### config.mk
export PLATFORM = sky130hd
export DESIGN_NAME = regfile_wport_arbiter
export DESIGN_NICKNAME = d
export VERILOG_FILES = /design/src/rtl/regfile_wport_arbiter.sv
export SDC_FILE = /design/constraint.sdc
export NUM_CORES = 1
export LEC_CHECK = 0
export BUFFER_PORTS_ARGS = -buffer_cell sky130_fd_sc_hd__buf_2
export CAP_MARGIN = 20
export CORE_UTILIZATION = 35
export DETAILED_ROUTE_END_ITERATION = 7
export SLEW_MARGIN = 5
export SYNTH_ARGS = -nofsm -noshare
export SYNTH_HDL_FRONTEND = slang
export SYNTH_SLANG_ARGS = --single-unit
### constraint.sdc
create_clock -name clk -period 3.51 [get_ports clk]
set_input_delay 0.1755 -clock clk [delete_from_list [all_inputs] [get_ports clk]]
set_output_delay 0.1755 -clock clk [all_outputs]
set_load 0.1 [all_outputs]
### src/rtl/regfile_wport_arbiter.sv
`default_nettype none
// ============================================================================
// regfile_wport_arbiter : shares the register-file write port between WB and
// a small FIFO of deferred L1 miss-return loads.   Revision 1.0
// ============================================================================
module regfile_wport_arbiter #(
  parameter int bit_size     = 32,
  parameter int DEPTH        = 2,
  parameter int STARVE_LIMIT = 4
) (
  input  logic                      clk,
  input  logic                      rst,
  input  logic                      wb_valid,
  input  logic [4:0]                wb_addr,
  input  logic [bit_size-1:0]       wb_data,
  input  logic                      ld_valid,
  output logic                      ld_ready,
  input  logic [4:0]                ld_addr,
  input  logic [bit_size-1:0]       ld_data,
  input  logic [4:0]                rs_addr_1,
  input  logic [4:0]                rs_addr_2,
  output logic                      hazard_1,
  output logic                      hazard_2,
  output logic                      starve_stall,
  output logic                      RegWrite,
  output logic [4:0]                Write_addr,
  output logic [bit_size-1:0]       Write_data,
  output logic [$clog2(DEPTH):0]    fifo_count
);

  localparam int PW = $clog2(DEPTH);
  localparam int CW = PW + 1;
  localparam int SW = $clog2(STARVE_LIMIT + 1);
  localparam logic [CW-1:0] C_FULL  = CW'(DEPTH);
  localparam logic [SW-1:0] C_LIMIT = SW'(STARVE_LIMIT);

  logic [DEPTH-1:0]    valid_q, valid_d;
  logic [DEPTH-1:0]    kill_q, kill_d;
  logic [4:0]          addr_q [DEPTH];
  logic [4:0]          addr_d [DEPTH];
  logic [bit_size-1:0] data_q [DEPTH];
  logic [bit_size-1:0] data_d [DEPTH];
  logic [PW-1:0]       rd_ptr_q, rd_ptr_d;
  logic [PW-1:0]       wr_ptr_q, wr_ptr_d;
  logic [CW-1:0]       count_q, count_d;
  logic [SW-1:0]       starve_q, starve_d;
  logic                stall_q, stall_d;
  logic                regwrite_q, regwrite_d;
  logic [4:0]          waddr_q, waddr_d;
  logic [bit_size-1:0] wdata_q, wdata_d;

  logic w_wb_win;
  logic w_push;
  logic w_pop;
  logic w_hit_1;
  logic w_hit_2;

  assign ld_ready = rst && (count_q != C_FULL);
  assign w_wb_win = wb_valid && (wb_addr != 5'd0);
  // A handshake to r0 completes but never occupies a slot.
  assign w_push   = ld_valid && ld_ready && (ld_addr != 5'd0);
  assign w_pop    = !w_wb_win && (count_q != '0);

  always_comb begin
    w_hit_1 = 1'b0;
    w_hit_2 = 1'b0;
    for (int i = 0; i < DEPTH; i++) begin
      if (valid_q[i] && !kill_q[i] && (addr_q[i] == rs_addr_1)) w_hit_1 = 1'b1;
      if (valid_q[i] && !kill_q[i] && (addr_q[i] == rs_addr_2)) w_hit_2 = 1'b1;
    end
  end

  assign hazard_1 = (rs_addr_1 != 5'd0) &&
                    (w_hit_1 || (regwrite_q && (waddr_q == rs_addr_1)));
  assign hazard_2 = (rs_addr_2 != 5'd0) &&
                    (w_hit_2 || (regwrite_q && (waddr_q == rs_addr_2)));

  always_comb begin
    valid_d    = valid_q;
    kill_d     = kill_q;
    addr_d     = addr_q;
    data_d     = data_q;
    rd_ptr_d   = rd_ptr_q;
    wr_ptr_d   = wr_ptr_q;
    regwrite_d = 1'b0;
    waddr_d    = waddr_q;
    wdata_d    = wdata_q;
    starve_d   = starve_q;

    if (w_wb_win) begin
      regwrite_d = 1'b1;
      waddr_d    = wb_addr;
      wdata_d    = wb_data;
      // Older queued loads to the same register would overwrite newer WB data.
      for (int i = 0; i < DEPTH; i++) begin
        if (valid_q[i] && (addr_q[i] == wb_addr)) kill_d[i] = 1'b1;
      end
    end else if (w_pop) begin
      regwrite_d = !kill_q[rd_ptr_q];
      if (!kill_q[rd_ptr_q]) begin
        waddr_d = addr_q[rd_ptr_q];
        wdata_d = data_q[rd_ptr_q];
      end
      valid_d[rd_ptr_q] = 1'b0;
      kill_d[rd_ptr_q]  = 1'b0;
      rd_ptr_d          = rd_ptr_q + PW'(1);
    end

    if (w_push) begin
      valid_d[wr_ptr_q] = 1'b1;
      kill_d[wr_ptr_q]  = 1'b0;
      addr_d[wr_ptr_q]  = ld_addr;
      data_d[wr_ptr_q]  = ld_data;
      wr_ptr_d          = wr_ptr_q + PW'(1);
    end

    count_d = count_q + CW'(w_push) - CW'(w_pop);

    if (w_pop || (count_q == '0)) begin
      starve_d = '0;
    end else if (w_wb_win && (starve_q != C_LIMIT)) begin
      starve_d = starve_q + SW'(1);
    end
    stall_d = (starve_d >= C_LIMIT);
  end

  always_ff @(posedge clk) begin
    if (!rst) begin
      valid_q    <= '0;
      kill_q     <= '0;
      addr_q     <= '{default: '0};
      data_q     <= '{default: '0};
      rd_ptr_q   <= '0;
      wr_ptr_q   <= '0;
      count_q    <= '0;
      starve_q   <= '0;
      stall_q    <= 1'b0;
      regwrite_q <= 1'b0;
      waddr_q    <= '0;
      wdata_q    <= '0;
    end else begin
      valid_q    <= valid_d;
      kill_q     <= kill_d;
      addr_q     <= addr_d;
      data_q     <= data_d;
      rd_ptr_q   <= rd_ptr_d;
      wr_ptr_q   <= wr_ptr_d;
      count_q    <= count_d;
      starve_q   <= starve_d;
      stall_q    <= stall_d;
      regwrite_q <= regwrite_d;
      waddr_q    <= waddr_d;
      wdata_q    <= wdata_d;
    end
  end

  assign RegWrite     = regwrite_q;
  assign Write_addr   = waddr_q;
  assign Write_data   = wdata_q;
  assign fifo_count   = count_q;
  assign starve_stall = stall_q;

endmodule
`default_nettype wire

### Word-level counts from Yosys, hierarchy flattened

Cells that the tools add are included.

* $add $sub $neg: 5
* shift-type cells: 0
* equal/unequal tests: 11
* reduce and logical (&&, ||, !) cells: 37
* magnitude comparators: 8
* multiplexer cells: 40
* divide/modulo/power cells: 0
* bitwise operators: 9
* multiply operators: 0

Operator list (number)
* 32-bit 2-to-1 mux: 7
* 64-bit bitwise mux: 1
* 5-bit == test: 8
* 5-bit 2-to-1 mux: 7
* 32-bit demux with 1-bit select: 1
* 1-bit logical AND: 21
* 5-bit nonzero test: 4
* 1-bit 2-to-1 mux: 12
* 2-bit 2-to-1 mux: 6
* 10-bit bitwise mux: 1
* 2-bit bitwise AND: 3
* 3-bit 2-to-1 mux: 2
* 5-bit demux with 1-bit select: 1
* 2-bit greater-or-equal comparator (second input constant): 2
* 1-bit zero test: 4
* 1-bit by 2-bit < comparator with 1-bit output (second input constant): 2
* 2-bit inequality test (second input constant): 2
* 1-bit NOT with 2-bit output: 2
* 2-bit NOT: 2
* 2-bit AND reduction: 2
* 2-bit nonzero test: 2
* 3-bit by 1-bit adder with 3-bit output (second input constant): 1
* 3-bit greater-or-equal comparator (second input constant): 1
* 1-bit logical OR: 3
* other kinds (10): 13

* latch bits: 0
* bits of input ports: 88
* word-level logic and storage cells: 124
* bits in read-only memories: 0
* register bits: 124
* memories kept: 0
* output and inout port bits: 44
* bits in writable memories: 0

### Logic depth before layout (Yosys ltp)

Gate-level depths: netlist of the first run.

* depth in word-level cells: 10
* depth in mapped cells: 10
* mapped depth without buffers: 9

### Worst setup path before layout of the first run

OpenSTA, ideal clock, no wires.

* path kind: reg-to-output
* start: reg waddr_q[3] (netlist: Write_addr[3])
* end: out hazard_1
* stages on the path, launching flop included: 5
* slack: 0.286 ns
* arrival: 3.048 ns
* data required time: 3.334 ns
* path buffers: 0
* path through: dfxtp_1 xor2_1 nor4_1 nand3_1 a21oi_1

* cells in the longest elaborated chain, start to end: 4

RTL lines
* start: declaration: RTL line 49 `logic [4:0] waddr_q, waddr_d;`
* start signal: assignment: RTL line 152 `waddr_q <= waddr_d;`
* 5-bit == test: RTL line 74 `(w_hit_1 || (regwrite_q && (waddr_q == rs_addr_1)));`
* 1-bit logical AND: RTL line 74
* 1-bit logical OR: RTL line 74
* 1-bit logical AND: RTL line 73 `assign hazard_1 = (rs_addr_1 != 5'd0) &&`
* end: declaration: RTL line 22 `output logic hazard_1,`

Every way passes these cells.

### Final worst setup path of the first run

* start: reg addr_q[1] (netlist bit)
* end: out hazard_1

* cells in the longest elaborated chain, start to end: 5

RTL lines
* start: declaration: RTL line 39 `logic [4:0] addr_q [DEPTH];`
* start signal: assignment: RTL line 144 `addr_q <= addr_d;`
* 5-bit == test: RTL line 68 `if (valid_q[i] && !kill_q[i] && (addr_q[i] == rs_addr_1)) w_hit_1 = 1'b1;`
* 1-bit logical AND: RTL line 68
* 1-bit 2-to-1 mux: RTL line 68
* 1-bit logical OR: RTL line 74
* 1-bit logical AND: RTL line 73

Every way passes these cells.

==> summary.txt, run 1 <==
# clock sinks: 123
Global-route wire length before repair: 23,600 µm
H-Tree Depth: 4
Max Freq: 448 MHz
Max FO, Critical Path: 5
Overall Global Routing Usage: 17.2%
Drt pass-1 iters: 6
Area grow syn2layout: 28.9%
CP endpoint kind: output port
DR WL/cell: 14.6 µm
Share of layout cells above drive strength 1: 28.2%
CTS clk-pin slew, worst paths: 0.05 ns
Min-delay worst type: in2reg
Skew final: 0.00612 ns
Asr flop ratio synth: 0%
Initial antenna violation count: 0
Worst-Margin Slew: 0.839 ns
Die Wd: 132 µm
Vias: 4,677
Leakage: 3.50 nW
Slew Viols, Final: 0
Detailed Place HPWL: 9710 µm
Largest net degree at the start of global routing: 65
Mapped Area: 5890 µm²
Yosys warnings: 0
DR DRC count: 2
Crit path DAT: 2.06 ns
Sequential element share of the synthesized area: 41.8%
Antenna Violating Nets Remaining: 0
Fin. Hold Viols: 0
Final setup viols: 0
WS Path Type: reg2out
Met3 track utilization from global routing: 3.90%
# diodes: 0
GRT busiest layer: met2
Post-Syn Area per Cell: 9.59 µm²
Final wirelength: 14,500 µm
Fin crit share: 63.6%
Starting Density: 35.6%
Post-CTS Setup Repair Bufs: 0
Tmin final: 2.23 ns
MaxCap Viol Count: 0
Drt via density: 4.71
Type of origin of the critical path: flip-flop
Nets: 855
Cells after synthesis: 614
Gr ovfl total: 0
Fin Setup TNS: 0 ns
Core Rows: 47
Synth Register Bits: 123
Failing checks: DRC
Worst-Skew Late Latency: 0.41 ns
M1 GR Usage: 21.9%
Rel. slew slack: 44.1%
CORE AREA: 16,500 µm²
Req. time, crit path: 3.33 ns
Main flop type after synthesis: dfxtp_1
Die H: 132 µm
Full die area: 17,300 µm²
Initial DRC Count: 229
I/O pin count: 132
Synth unique cells: 44
Global-route met2 utilization: 28.0%
PortBufs: 131
EDFF count, synth: 0
CTS buffer count: 17
Status: finished with violations
Clock root cell: clkbuf_16
PwrDens: 662 nW/µm²
Fin util: 45.9%
CTS Buffer Depth: 2
Flop2flop setup slack: 1.37 ns
Syn Nets: 706
CTS tree: yes
Vias in the first global route: 4,692
Placer Congestion: 0.851
RSZ-0062 raised after global routing: false
Worst vdd ir: 0.000352 V
==> repair_timing <==
item	CTS	global route
hold buffers	31	0
resized for setup	0	0
endpoints found under the hold margin	31	0
==> stage by stage <==
stage	setup slack (ns)	instance area [µm²]	instances	total power, mW	hold WS (ns)
final	1.28	7590	994	5.03	0.0162
after floorplan	0.286	5890	614	2.93	0.306
after global placement	1.48	6670	933	3.21	0.395
after CTS	1.24	7590	994	5.07	0.00740
after detailed placement	1.37	6670	933	3.23	0.398
after global routing	1.13	7590	994	5.23	0.0244
==> cell families after synthesis <==
kind of cell             share of synthesized area [%]
AO/OA/AOI/OAI                                     6.12
multiplexers                                      26.1
AND/OR/NAND/NOR                                   11.9
buffers and inverters                             6.63
adder cells (fa/ha/maj)                          0.850
flip-flops                                        41.8
XOR/XNOR                                          6.55
==> critical path, cell delays in order, from the launching register on <==
cell and delay (ns):
dfxtp_1 0.49, xor2_1 0.11, nor4_1 0.30, a32oi_1 0.16, a21oi_1 0.14, buf_2 0.44
==> sequential cells by signal, indices dropped and copies added, names as in the netlist <==
register,count
RegWrite,1
Write_addr,5
Write_data,32
addr_q,10
data_q,64
fifo_count,2
kill_q,2
rd_ptr_q,1
starve_q,3
valid_q,2
wr_ptr_q,1
==> metal layers <==
| metal | part of all wire, % | wire (µm) |
|---|---|---|
| met1 | 48 | 6970 |
| met2 | 46 | 6690 |
| met3 | 4.0 | 575 |
| met4 | 1.9 | 271 |
| met5 | 0 | 0 |
==> area by class of cell <==
cell class,instances,area (µm²)
sequential,123,2460
clock buffer,21,460
clock inverter,9,145
inverter,43,161
multi-input combinational,406,3040
tap,220,275
timing repair buffer,172,1040
fill,1584,8940
==> power by group <==
group	internal [mW]	switching [mW]	leakage, nW	total, mW
logic	0.521	0.962	2.19	1.48
registers	1.57	0.159	1.01	1.73
clock network	1.21	0.604	0.302	1.81
total	3.30	1.72	3.50	5.03
==> cell usage after synthesis, types with 2 or more instances <==
| master | count | area share [%] |
|---|---|---|
| clkbuf_2 | 3 | 0.26 |
| buf_1 | 4 | 0.26 |
| nor3b_1 | 3 | 0.38 |
| nand3_1 | 42 | 3.6 |
| o21ai_0 | 33 | 2.8 |
| buf_2 | 6 | 0.51 |
| xnor2_1 | 9 | 1.3 |
| a21oi_1 | 6 | 0.51 |
| clkbuf_1 | 16 | 1.0 |
| nand2_1 | 80 | 5.1 |
| inv_1 | 42 | 2.7 |
| or4_1 | 2 | 0.26 |
| nor3_1 | 2 | 0.17 |
| mux2_2 | 37 | 7.1 |
| nor4_1 | 8 | 0.85 |
| dfxtp_1 | 123 | 42 |
| ha_1 | 4 | 0.85 |
| xor2_1 | 35 | 5.2 |
| buf_6 | 3 | 0.57 |
| mux2i_1 | 112 | 19 |
| nor2_1 | 8 | 0.51 |
| buf_4 | 10 | 1.3 |
| a32oi_1 | 2 | 0.30 |
| o21ai_1 | 4 | 0.34 |
==> cells in the final DEF (no fill, tap or decap), types with 2 or more instances in the layout <==
| master | instances |
|---|---|
| a21oi_1 | 6 |
| a32oi_1 | 2 |
| buf_2 | 130 |
| buf_4 | 11 |
| bufinv_16 | 4 |
| clkbuf_1 | 2 |
| clkbuf_16 | 17 |
| clkbuf_8 | 2 |
| clkinv_2 | 5 |
| dfxtp_1 | 122 |
| dlygate4sd3_1 | 31 |
| ha_1 | 4 |
| inv_1 | 42 |
| mux2_2 | 37 |
| mux2i_1 | 112 |
| nand2_1 | 79 |
| nand3_1 | 42 |
| nor2_1 | 8 |
| nor3_1 | 2 |
| nor3b_1 | 3 |
| nor4_1 | 8 |
| o21ai_0 | 33 |
| o21ai_1 | 4 |
| or4_1 | 2 |
| xnor2_1 | 9 |
| xor2_1 | 35 |
==> path summary, 6_finish.rpt <==
check / depth (start not counted) / endpoint / startpoint
setup reg to reg: 5 / addr_q[3] / fifo_count[0]
setup / recovery: 5 / hazard_1 / addr_q[1]
hold reg to reg: 2 / data_q[52] / data_q[52]
hold / removal: 3 / Write_data[8] / wb_data[8]
Power figures use the tool's default switching activity.
==> inputs of run 2 (changes only) <==
- clock period: 3.51 -> 1.99 ns (I/O delays scaled with it)
==> run 2 against run 1 <==
  * The run now ends clean
  * Utilization increased by 3.8 points
  * Worst hold slack improved by 0.059 ns
  * Design area increased by 8.4%
  * Non-clock buffer count increased by 45
  * Sequential cell count unchanged
  * Critical path depth unchanged
  * Worst setup slack got worse by 1.2 ns
  * Clock-buffer cell count increased by 5
  * Largest cell class unchanged
  * Highest routed layer unchanged
==> summary.txt, run 2 (synthesis results as in run 1) <==
CORE AREA: 16,500 µm² (unchanged)
Max Freq: 516 MHz
DR DRC count: 0 (was 2)
Comb power frac: 32.0% (was 29.5%)
Vias: 4,898 (was 4,677)
Crit path DAT: 1.84 ns (was 2.06 ns)
Slew Viols, Final: 0 (unchanged)
CP endpoint kind: output port (unchanged)
Drt via density: 4.71 (about the same)
Largest Register: data_q (unchanged)
Finished Cell Area: 8220 µm² (was 7590 µm²)
# diodes: 0 (unchanged)
Final setup viols: 0 (unchanged)
Post-route insts no fill: 1,040 (was 994)
Fin crit share: 97.4%
Worst-Margin Slew: 0.644 ns (was 0.839 ns)
DR WL/cell: 14.3 µm (was 14.6 µm)
Area grow syn2layout: 39.7% (was 28.9%)
Min-delay worst type: in2reg (unchanged)
Initial antenna violation count: 0 (unchanged)
Psw: 3.10 mW (was 1.72 mW)
CTS tree: yes (unchanged)
Final wirelength: 14,900 µm (was 14,500 µm)
Skew final: 0.00856 ns (was 0.00612 ns)
Fillers: 1,549 (was 1,584)
CTS Buffer Depth: 2 (unchanged)
Antenna Violating Nets Remaining: 0 (unchanged)
PortBufs: 131 (unchanged)
Cell Count Post-Placement: 937 (was 933)
Initial DRC Count: 221 (was 229)
DP Area: 6870 µm² (was 6670 µm²)
I/O pin count: 132 (unchanged)
WS Path Type: reg2out (unchanged)
PwrDens: 1090 nW/µm² (was 662 nW/µm²)
Part of the power in registers: 33.7% (was 34.4%)
Rel. slew slack: 57.1% (was 44.1%)
Full die area: 17,300 µm² (unchanged)
Placer Congestion: 0.854 (was 0.851)
Fin. Hold Viols: 0 (unchanged)
Req. time, crit path: 1.89 ns (was 3.33 ns)
Status: finished clean (was finished with violations)
CTS clk-pin slew, worst paths: 0.05 ns (about the same)
H-Tree Depth: 4 (unchanged)
Tmin final: 1.94 ns
Drt pass-1 iters: 4 (was 6)
Crit. Startpoint: addr_q[4] (was addr_q[1])
RSZ-0062 raised after global routing: false (unchanged)
MaxCap Viol Count: 0 (unchanged)
# clock sinks: 123 (unchanged)
Max FO, Critical Path: 5 (unchanged)
Power Internal: 5.88 mW (was 3.30 mW)
Starting Density: 35.6% (unchanged)
Share of layout cells above drive strength 1: 29.3% (was 28.2%)
Worst vdd ir: 0.000654 V (was 0.000352 V)
Global-route wire length before repair: 24,700 µm (was 23,600 µm)
Gr ovfl total: 0 (unchanged)
Clock root cell: clkbuf_16 (unchanged)
Worst r2r src: fifo_count[0] (unchanged)
Nets: 900 (was 855)
Detailed Place HPWL: 9700 µm (was 9710 µm)
Most frequent cells in the layout: buf_2 (126), mux2i_1 (112), dfxtp_1 (109) (was buf_2 (130), dfxtp_1 (122), mux2i_1 (112))
Worst-Skew Late Latency: 0.42 ns (was 0.41 ns)
Clk pwr share: 34.3% (was 36.1%)
Leakage: 3.75 nW (was 3.50 nW)
Die H: 132 µm (unchanged)
Core Rows: 47 (unchanged)
Smallest hold slack: 0.0754 ns (was 0.0162 ns)
Overall Global Routing Usage: 18.1% (was 17.2%)
Fin Setup TNS: 0 ns (unchanged)
Switching Fraction: 34.5% (was 34.3%)
Worst hold start: wb_addr[2] (was wb_data[8])
Type of origin of the critical path: flip-flop (unchanged)
Largest net degree at the start of global routing: 63 (was 65)
Die Wd: 132 µm (unchanged)
Commonest non-fill, non-tap cell in the layout: buf_2 (unchanged)
Vias in the first global route: 4,923 (was 4,692)
Power Total: 8.98 mW (was 5.03 mW)
CTS buffer count: 17 (unchanged)
Max reg flops: 64 (unchanged)
## run 2: worst max-delay path, cell delays in order, from the launching register on
cell and delay [ns]:
dfxtp_1 0.37, xor2_1 0.18, nor4_1 0.28, a32oi_1 0.20
a21oi_4 0.19, buf_12 0.19
## run 2: through the flow
| stage | setup WS, ns | util, % |
|---|---|---|
| after floorplan | 0.0138 | - |
| after global placement | 0.120 | 41.6 |
| after detailed placement | 0.113 | 41.6 |
| after CTS | 0.0124 | 49.7 |
| after global routing | 0.00386 | 49.8 |
| final | 0.0520 | 49.8 |
## run 2: cell type report
class | instances | area (µm²) | share of cell area (%)
clock buffer | 26 | 551 | 6.70
clock inverter | 5 | 52.6 | 0.639
inverter | 43 | 161 | 1.96
multi-input combinational | 406 | 3070 | 37.4
sequential | 123 | 2480 | 30.2
tap | 220 | 275 | 3.35
timing repair buffer | 217 | 1630 | 19.8
## run 2: path summary, 6_finish.rpt
path,end,slack [ns],depth (start not counted)
hold reg to reg,data_q[9],0.45,2
hold / removal,Write_addr[2],0.08,3
setup reg to reg,fifo_count[1],0.21,9
setup / recovery,hazard_1,0.05,5
## run 2: metal layers
metal / wire length (µm) / part of all wire (%) / GRT usage [%]
met1: 7040 / 47 / 22.1
met2: 7090 / 48 / 30.5
met3: 464 / 3.1 / 4.05
met5: 0 / 0 / 0
met4: 287 / 1.9 / 7.49
## run 2: power by group through the flow
stage          clock [mW]  combinational, mW  sequential (mW)
2_1_floorplan           0               1.38             3.80
3_3_place_gp            0               2.76             3.07
3_5_place_dp            0               2.76             3.07
4_1_cts              3.16               2.88             3.02
5_1_grt              3.28               3.04             3.07
6_report             3.08               2.87             3.02
## run 2: what timing repair did
item / CTS / global route
resized for setup: 0 / 9
buffers inserted: 0 / 1
endpoints found under the setup margin: 0 / 3
hold buffers: 73 / 0
endpoints found under the hold margin: 111 / 0
